$ cat src/rtl/reg_file_param.sv
// -----------------------------------------------------------------------------
// reg_file_param
//
// Parametrised register file used by the system controller as shared
// configuration and operand storage.
//
// Registers 0-3 are also exported as continuous taps. They feed the ALU
// operands and the UART/clock-divider configuration.
//
// The module has the following features:
//   - a registered read port with a one-cycle valid strobe;
//   - reset defaults for the UART (register 2) and divider (register 3) words;
//   - a per-register write-protect mask;
//   - one-cycle error strobes for out-of-range addresses and protected writes.
//
// Ports:
//   clk           in   system clock, rising edge
//   RST           in   asynchronous reset, active low
//   WrEn          in   write request
//   RdEn          in   read request (WrEn & RdEn together is ignored)
//   Address       in   register index, ADDR_WIDTH bits
//   WrData        in   write data, DATA_WIDTH bits
//   RdData        out  registered read data, holds between reads
//   RdData_Valid  out  one-cycle strobe, RdData was updated
//   AddrErr       out  one-cycle strobe, request to Address >= DEPTH
//   WrProtErr     out  one-cycle strobe, write to a read-only register
//   REG0..REG3    out  continuous copies of registers 0-3
// -----------------------------------------------------------------------------
module reg_file_param #(
  parameter int                    DATA_WIDTH = 8,
  parameter int                    DEPTH      = 16,
  parameter int                    ADDR_WIDTH = 4,
  parameter logic [DATA_WIDTH-1:0] REG2_INIT  = 8'h81,
  parameter logic [DATA_WIDTH-1:0] REG3_INIT  = 8'h20,
  parameter logic [DEPTH-1:0]      RO_MASK    = '0
) (
  input  logic                  clk,
  input  logic                  RST,
  input  logic                  WrEn,
  input  logic                  RdEn,
  input  logic [ADDR_WIDTH-1:0] Address,
  input  logic [DATA_WIDTH-1:0] WrData,
  output logic [DATA_WIDTH-1:0] RdData,
  output logic                  RdData_Valid,
  output logic                  AddrErr,
  output logic                  WrProtErr,
  output logic [DATA_WIDTH-1:0] REG0,
  output logic [DATA_WIDTH-1:0] REG1,
  output logic [DATA_WIDTH-1:0] REG2,
  output logic [DATA_WIDTH-1:0] REG3
);

  // The storage must reset to per-register defaults asynchronously.
  // For that reason it is built from flops rather than a RAM macro.
  logic [DATA_WIDTH-1:0] r_mem [DEPTH];

  logic [DATA_WIDTH-1:0] r_rd_data;
  logic                  r_rd_valid;
  logic                  r_addr_err;
  logic                  r_prot_err;

  logic                  w_wr_req;
  logic                  w_rd_req;
  logic [DEPTH-1:0]      w_sel;
  logic [DEPTH-1:0]      w_wr_mask;
  logic                  w_addr_ok;
  logic                  w_prot_hit;
  logic [DATA_WIDTH-1:0] w_rd_word;

  // Reset value of register idx.
  function automatic logic [DATA_WIDTH-1:0] f_reset_value(input int idx);
    logic [DATA_WIDTH-1:0] v;
    case (idx)
      2:       v = REG2_INIT;
      3:       v = REG3_INIT;
      default: v = '0;
    endcase
    return v;
  endfunction

  // Simultaneous read and write is illegal and decodes to "no request".
  assign w_wr_req = WrEn & ~RdEn;
  assign w_rd_req = RdEn & ~WrEn;

  // One-hot decode of the address over the implemented registers only.
  // An out-of-range address selects nothing. Range checking is therefore
  // just "no select bit set", and no array access ever goes past DEPTH.
  genvar gi;
  generate
    for (gi = 0; gi < DEPTH; gi = gi + 1) begin : g_decode
      assign w_sel[gi] = (Address == ADDR_WIDTH'(gi));
    end
  endgenerate

  assign w_addr_ok  = |w_sel;
  assign w_prot_hit = |(w_sel & RO_MASK);
  assign w_wr_mask  = w_sel & ~RO_MASK & {DEPTH{w_wr_req}};

  // AND-OR read mux driven by the one-hot select.
  always_comb begin
    w_rd_word = '0;
    for (int i = 0; i < DEPTH; i++) begin
      w_rd_word = w_rd_word | (r_mem[i] & {DATA_WIDTH{w_sel[i]}});
    end
  end

  // Register array. Protected registers are never written, so they keep
  // their reset value for life.
  always_ff @(posedge clk or negedge RST) begin
    if (!RST) begin
      for (int i = 0; i < DEPTH; i++) begin
        r_mem[i] <= f_reset_value(i);
      end
    end else begin
      for (int i = 0; i < DEPTH; i++) begin
        if (w_wr_mask[i]) begin
          r_mem[i] <= WrData;
        end
      end
    end
  end

  // Read port and status strobes. RdData loads only on an accepted read.
  // Otherwise it holds its last value, including through illegal and
  // out-of-range requests.
  always_ff @(posedge clk or negedge RST) begin
    if (!RST) begin
      r_rd_data  <= '0;
      r_rd_valid <= 1'b0;
      r_addr_err <= 1'b0;
      r_prot_err <= 1'b0;
    end else begin
      r_rd_valid <= w_rd_req & w_addr_ok;
      r_addr_err <= (w_wr_req | w_rd_req) & ~w_addr_ok;
      r_prot_err <= w_wr_req & w_prot_hit;
      if (w_rd_req && w_addr_ok) begin
        r_rd_data <= w_rd_word;
      end
    end
  end

  assign RdData       = r_rd_data;
  assign RdData_Valid = r_rd_valid;
  assign AddrErr      = r_addr_err;
  assign WrProtErr    = r_prot_err;

  // Taps come straight from the storage, so a write is visible right after
  // the edge that performs it.
  assign REG0 = r_mem[0];
  assign REG1 = r_mem[1];
  assign REG2 = r_mem[2];
  assign REG3 = r_mem[3];

endmodule

$ cat config.mk
export PLATFORM = sky130hd
export DESIGN_NAME = reg_file_param
export DESIGN_NICKNAME = d
export VERILOG_FILES = /design/src/rtl/reg_file_param.sv
export SDC_FILE = /design/constraint.sdc
export NUM_CORES = 1
export LEC_CHECK = 0
export CAP_MARGIN = 10
export CORE_MARGIN = 3
export CORE_UTILIZATION = 35
export DETAILED_ROUTE_END_ITERATION = 8
export PLACE_DENSITY_LB_ADDON = 0.25
export SLEW_MARGIN = 20
export SYNTH_ARGS = -nofsm -noshare
export SYNTH_HDL_FRONTEND = slang
export SYNTH_SLANG_ARGS = --single-unit
$ cat constraint.sdc
create_clock -name clk -period 1.5 [get_ports clk]
set_clock_uncertainty 0.2 [all_clocks]
set_input_delay 0.15 -clock clk [delete_from_list [all_inputs] [get_ports clk]]
set_output_delay 0.15 -clock clk [all_outputs]
set_load 0.03 [all_outputs]
* Word-level counts from Yosys, hierarchy flattened
Cells that the tools add are included.
** Operators by class
- Equal/unequal tests :: 15
- Reductions and logical operators :: 3
- Bitwise operators :: 40
** Operators by type and width (count)
- $and 8x8->8 :: 16
- $or 8x8->8 :: 15
- $eq 4x4->1 const B :: 8
- $and 16x16->16 :: 1
- $eq 4x3->1 const B :: 4
- $reduce_or 16->1 :: 1
- $eq 4x2->1 const B :: 2
- $and 1x1->1 :: 4
- $eq 4x1->1 const B :: 1
- $logic_not 4->1 :: 1
- $not 1->1 :: 3
- $logic_and 1x1->1 :: 1
- $or 1x1->1 :: 1
** Word-level totals
- Flip-flop bits (word level) :: 138
- Word-level logic and storage cells :: 77
- Input port bits :: 16

* Depth between registers and ports, before layout
Gate-level depths: netlist (run 1).
- Depth after elaboration :: 17
- Mapped depth :: 7
- Mapped depth without buffers :: 5

* Worst setup path after synthesis (run 1)
No wires, ideal clock.
- Kind :: input-to-reg
- From :: input port Address[1]
- To :: register r_mem[88] (netlist bit)
- Required time :: 1.175 ns
- Stages on the path :: 5
- Path buffers :: 2
- Arrival time :: 1.231 ns
- Setup slack :: -0.056 ns
- Path through :: buf_4 > or2_1 > buf_2 > nor2_4 > mux2_2
** On the way
- Word-level cells in the longest chain between the ends :: 2
** Ends and longest elaborated chain
- from (decl) :: RTL line 41 : input logic [ADDR_WIDTH-1:0] Address,
- $eq 4x3->1 :: RTL line 91 : assign w_sel[gi] = (Address == ADDR_WIDTH'(gi));
- $and 16x16->16 :: RTL line 97 : assign w_wr_mask = w_sel & ~RO_MASK & {DEPTH{w_wr_req}};
- to (signal, indexed assignment) :: RTL line 112 : r_mem[i] <= f_reset_value(i);
- to (signal, indexed assignment) :: RTL line 117 : r_mem[i] <= WrData;
- to (decl) :: RTL line 55 : logic [DATA_WIDTH-1:0] r_mem [DEPTH];
No other way between the ends.
A chain may end at the register's enable or synchronous reset.

* Final worst setup path (run 1)
- From :: register r_mem, in the netlist REG2[4]
- To :: register r_rd_data[4], in the netlist RdData[4]
** On the way
- Word-level cells in the longest chain between the ends :: 15
** Ends and longest elaborated chain
- $and 8x8->8 :: RTL line 103 : w_rd_word = w_rd_word | (r_mem[i] & {DATA_WIDTH{w_sel[i]}});
- $or 8x8->8 (14 in a row) :: RTL line 103
- to (signal assigned) :: RTL line 137 : r_rd_data <= w_rd_word;
- to (decl) :: RTL line 57 : logic [DATA_WIDTH-1:0] r_rd_data;
No other way between the ends.

==> results of run 1 <==
==> through the flow <==
step | TNS (ns) | hold slack, ns | utilization (%) | area, µm² | instances
final | -0.3210 | -0.01264 | 47.51 | 9006 | 914
after global routing | -0.5642 | 0.009774 | 47.51 | 9006 | 914
after CTS | -0.3415 | -0.01913 | 47.50 | 9005 | 913
after detailed placement | -93.29 | -0.1218 | 43.97 | 8334 | 878
after global placement | -92.87 | -0.1249 | 43.97 | 8334 | 878
after floorplan | -0.1219 | -0.3456 | - | 6902 | 525
==> final cells by class <==
cell class	instances	area, µm²
fill	1679	9950
clock buffer	26	519.2
sequential	138	3457
inverter	7	26.28
tap	260	325.3
clock inverter	6	60.06
multi-input combinational	312	3035
timing repair buffer	165	1583
==> sequential cells by signal (all words and copies together) (netlist names) <==
name and cells:
AddrErr 1, REG0 8, REG1 8, REG2 8, REG3 8, RdData 8, RdData_Valid 1, r_mem 96
==> power groups by stage <==
stage	sequential, µW	clock, µW	combinational [µW]
2_1_floorplan	4850	0	1650
3_3_place_gp	4940	0	2510
3_5_place_dp	4970	0	2560
4_1_cts	4920	4140	2560
5_1_grt	5010	4300	2720
6_report	4930	4060	2550
==> path summary, 6_finish.rpt <==
check / from / endpoint / slack [ns] / cells after the start
worst max-delay path: REG2[4] / RdData[4] / -0.12 / 4
worst min-delay path: RST / r_mem[79] / -0.01 / 2
worst max register to register: REG2[4] / RdData[4] / -0.12 / 4
worst min register to register: r_mem[91] / r_mem[91] / 0.30 / 1
max in group asynchronous: RST / r_mem[63] / 0.12 / 3
min in group clk: Address[0] / RdData[6] / 0.14 / 4
==> cells in the mapped netlist (all sizes together), types with 7 or more instances <==
| cell type | n |
|---|---|
| mux2i | 16 |
| clkbuf | 12 |
| nor2 | 20 |
| nand3 | 9 |
| a32o | 7 |
| inv | 7 |
| buf | 56 |
| o21ai | 11 |
| mux2 | 136 |
| nor2b | 7 |
| dfrtp | 135 |
| a22oi | 11 |
| nand2 | 14 |
| a32oi | 8 |
==> cells by family after synthesis <==
group | after synthesis | synth area share, %
muxes | 152 | 24.76
DFF | 138 | 50.48
AOI/OAI and AO/OA | 80 | 9.191
and+or+nand+nor | 76 | 8.113
buffers and inverters | 75 | 7.034
adders and majority gates | 2 | 0.3654
other | 1 | 0.05476
==> metal layers <==
layer	wire length, µm	GRT usage [%]
met5	0	0
met3	744	3.862
met2	9083	28.54
met1	9046	25.74
met4	346	5.935
==> repair_timing <==
item,4_1_cts,5_1_grt
resized for setup,123,38
setup endpoints to repair,170,59
hold buffers,2,0
setup buffers,1,2
pin swaps,11,4
hold endpoints to repair,138,0
gates cloned,0,0
==> metrics.yaml, run 1 <==
clock_network:
  cts_max_path_buffers: 2
  clk_latency_ns: 0.42
  cts_tree: "built"
  cts_root_buf: "clkbuf_16"
  cts.sink_count: 138
  htree_levels: 4
  cts_buffers: 17
  clkTransAtPathRegs_ns: 0.06
sta:
  fin_ws_ns: -0.1196
  hold-worst-slack_ns: -0.01264
  period_minus_slack_ns: 1.620
  setup_viol: 4
  finalHoldViolations: 22
  drv_slew: 0
  fin_crit_sh_pct: 108.0
  rsz0062_at_grt: "yes"
  fmax_mhz: 617.4
finish:
  antenna_cells: 0
  final_common_cell: "dfrtp_1"
  area_growth_pct: 31.52
  layout_common_cells: "dfrtp_1, mux2_2, buf_4"
  fin_nets: 659
  drive_gt1_share_pct: 50.31
grt:
  grt_max_degree: 30
  grt_antenna_before_repair: 0
  overflow: 0
  grt_pass1_vias: 5026
  grtUsageTotal_pct: 18.36
  grt_pass1_wl_um: 30260
run:
  cap_viol_max_count: 0
worst_setup_path:
  cp-end-kind: "flop"
  crit_family: "compound AO/OA/AOI/OAI gates"
  cp-start-kind: "flop"
  critPathBufInv: 0
  worstPathArrival_ns: 1.73
  critical-path-slowest-cell: "dfrtp_1"
  critical_path_class: "flop to flop"
  cpPeakStageDelay_ns: 0.37
  crit_required_ns: 1.61
  cp_max_fo: 2
  path_cells: "mux2_4 -> a32oi_2 -> o2111ai_1 -> o32a_1"
power_and_ir_drop:
  p_switching_uw: 3263
  p_int_uw: 8273
  irDropWorstVdd_v: 0.0006407
  power.total_uw: 11540
  swShare_pct: 28.29
  clkPwrFrac_pct: 35.2
  p_seq_share_pct: 42.8
  p_comb_share_pct: 22.1
  p_leak_uw: 0.004026
  cellPowerDensity_mw_per_mm2: 1281
outcome:
  failed_checks: "negative hold slack, negative setup slack"
  outcome: "finished with violations"
drt:
  avgViaCountPerCell: 5.184
  drcViolationCount: 0
  drtAntennaViolNets: 0
  wl_per_cell_um: 21.03
  vias: 4738
  dr.pass1.iters: 7
  dr.first_iter.drc_count: 289
  wirelength_um: 19220
die:
  ios: 59
  core_area_mm2: 0.01896
  die_area_mm2: 0.02128
  dieHeight_um: 145.9
  rows: 50
  start_util_pct: 36.13
  die_x_um: 145.9
place:
  dp_hpwl_um: 13670
  place.port_buffers: 57
  place_ws_ns: -0.7808
  gp_congestion: 0.8469
yosys:
  yosysSeqAreaShare_pct: 50.48
  synth_top_area_share_pct: 49.33
  ys_ff_latch: 138
  syn_area_mm2: 0.006848
  ys_top_cells_by_area: "dfrtp_1, mux2_2, mux2_1"
  postSynth.asyncResetShare_pct: 100.0
  synth.distinct_cells: 66
  syn-mean-instance-area_um2: 13.07
  yosys.area.top_type: "dfrtp_1"
  ys_warn_count: 0
  synth_enable_flop_cells: 0
  synth_cells: 524
  ys.flop_type: "dfrtp_1"
min_path:
  hold_path_class: "primary input to async pin"
(Power assumes the default switching activity.)
==> run 2: changes to the inputs <==
- CORE_ASPECT_RATIO: not set -> 0.7
- CORE_MARGIN: 3 -> 2
- CORE_UTILIZATION: 35 -> 30
==> run 2 against run 1 <==
Setup slack improved by 0.0053 ns; largest power group unchanged; via count rose by 2.3%; maximum frequency increased by 0.33%; the run ends with negative setup slack left; clock-buffer cell count down 8; combinational power up 8%.
==> metrics.yaml, run 2 (same netlist as run 1, synthesis figures left out) <==
die:
  rows: 46
  ios: 59
  die_x_um: 184.6
  die_area_mm2: 0.02407
  start_util_pct: 30.43
  core_area_mm2: 0.02250
  dieHeight_um: 130.4
grt:
  grtUsageTotal_pct: 17.38
  grt_pass1_vias: 5111
  grt_max_degree: 50
  grt_antenna_before_repair: 0
  overflow: 0
  grt_pass1_wl_um: 30660
run:
  cap_viol_max_count: 0
drt:
  drtAntennaViolNets: 0
  avgViaCountPerCell: 4.991
  vias: 4846
  dr.first_iter.drc_count: 316
  drcViolationCount: 0
  wirelength_um: 20040
  dr.pass1.iters: 5
  wl_per_cell_um: 20.64
finish:
  antenna_cells: 0
  fin_nets: 665
  layout_common_cells: "dfrtp_1, mux2_2, buf_4"
  largest_reg_flops: 96
  top_register: "r_mem"
  area_growth_pct: 37.38
  drive_gt1_share_pct: 52.35
  utilization_pct: 41.80
  final_common_cell: "dfrtp_1"
  fillers: 2096
outcome:
  failed_checks: "negative setup slack"
  outcome: "finished with violations"
place:
  gp_congestion: 0.8133
  dp_hpwl_um: 14310
  place.port_buffers: 57
worst_setup_path:
  cpPeakStageDelay_ns: 0.39
  cp-end-kind: "flop"
  r2r_start: "r_mem[58]"
  critical-path-slowest-cell: "dfrtp_1"
  worstPathArrival_ns: 1.73
  crit_required_ns: 1.61
  cp-start-kind: "flop"
  critical_path_class: "flop to flop"
  crit_path_start: "r_mem[58]"
  path_cells: "mux2_4 -> a32oi_2 -> o2111ai_1 -> o32a_1"
  cp_max_fo: 2
sta:
  fmax_mhz: 619.5
  drv_slew: 0
  period_minus_slack_ns: 1.614
  fin_ws_ns: -0.1143
  rsz0062_at_grt: "yes"
  finalHoldViolations: 0
  setup_viol: 3
  finalSetupTns_ns: -0.2985
  fin_crit_sh_pct: 107.6
power_and_ir_drop:
  p_leak_uw: 0.004147
  irDropWorstVdd_v: 0.0008920
  cellPowerDensity_mw_per_mm2: 1280
clock_network:
  cts_buffers: 17
  cts_root_buf: "clkbuf_16"
  cts_max_path_buffers: 2
  htree_levels: 4
  clkTransAtPathRegs_ns: 0.06
  cts.sink_count: 138
  clk_latency_ns: 0.43
  cts_tree: "built"
min_path:
  min_from: "Address[0]"
  hold_path_class: "primary input to flop"
## run 2: cell type report
cell class / count / area, µm² / area share (%)
sequential: 138 / 3457 / 36.75
multi-input combinational: 312 / 3077 / 32.70
timing repair buffer: 171 / 1851 / 19.67
clock buffer: 18 / 439.2 / 4.668
tap: 312 / 390.4 / 4.149
clock inverter: 13 / 167.7 / 1.782
inverter: 7 / 26.28 / 0.2793
## run 2: layer usage
layer	global-route usage [%]	wire length (µm)	up-vias
met4	5.741	315	0
met5	0	0	-
met2	26.34	8998	130
met1	24.72	9923	2538
li1	-	-	2154
met3	3.825	802	24
## run 2: what timing repair did
| item | CTS | global route |
|---|---|---|
| setup endpoints to repair | 160 | 72 |
| hold buffers | 2 | 0 |
| gates resized for setup | 127 | 36 |
| buffers inserted | 2 | 0 |
| gates cloned | 2 | 1 |
| hold endpoints to repair | 138 | 0 |
| pin swaps | 17 | 5 |
## run 2: power by group
part,total (µW),internal [µW],switching [µW],leakage [µW]
Clock,4380,2660,1720,0.000282
Combinational,2750,1460,1280,0.00212
Sequential,4910,4440,466,0.00175
Total,12000,8570,3460,0.00415
## run 2: worst paths after layout
check / end / slack, ns / cells after the start
setup / recovery: RdData[2] / -0.11 / 4
hold / removal: RdData[6] / 0.07 / 4
setup reg to reg: RdData[2] / -0.11 / 4
hold reg to reg: r_mem[92] / 0.29 / 1
max in group asynchronous: REG2[7] / 0.08 / 4
min in group asynchronous: REG3[6] / 0.50 / 3
## run 2: critical path: cells and delay by family (launching register included)
family             cells  cell delay (ns)
AOI/OAI and AO/OA      3             0.63
DFF                    1             0.39
muxes                  1             0.28
## run 2: per-stage QoR
stage	setup WS, ns	cell area [µm²]	hold slack, ns	instances	power (µW)
after CTS	-0.1157	9351	0.06178	970	12120
after floorplan	-0.01533	6902	-0.3456	525	6505
after global placement	-0.7182	8592	-0.1815	933	7598
after global routing	-0.1569	9408	0.07373	971	12560
final	-0.1143	9408	0.07048	971	12040
after detailed placement	-0.7595	8592	-0.1783	933	7684
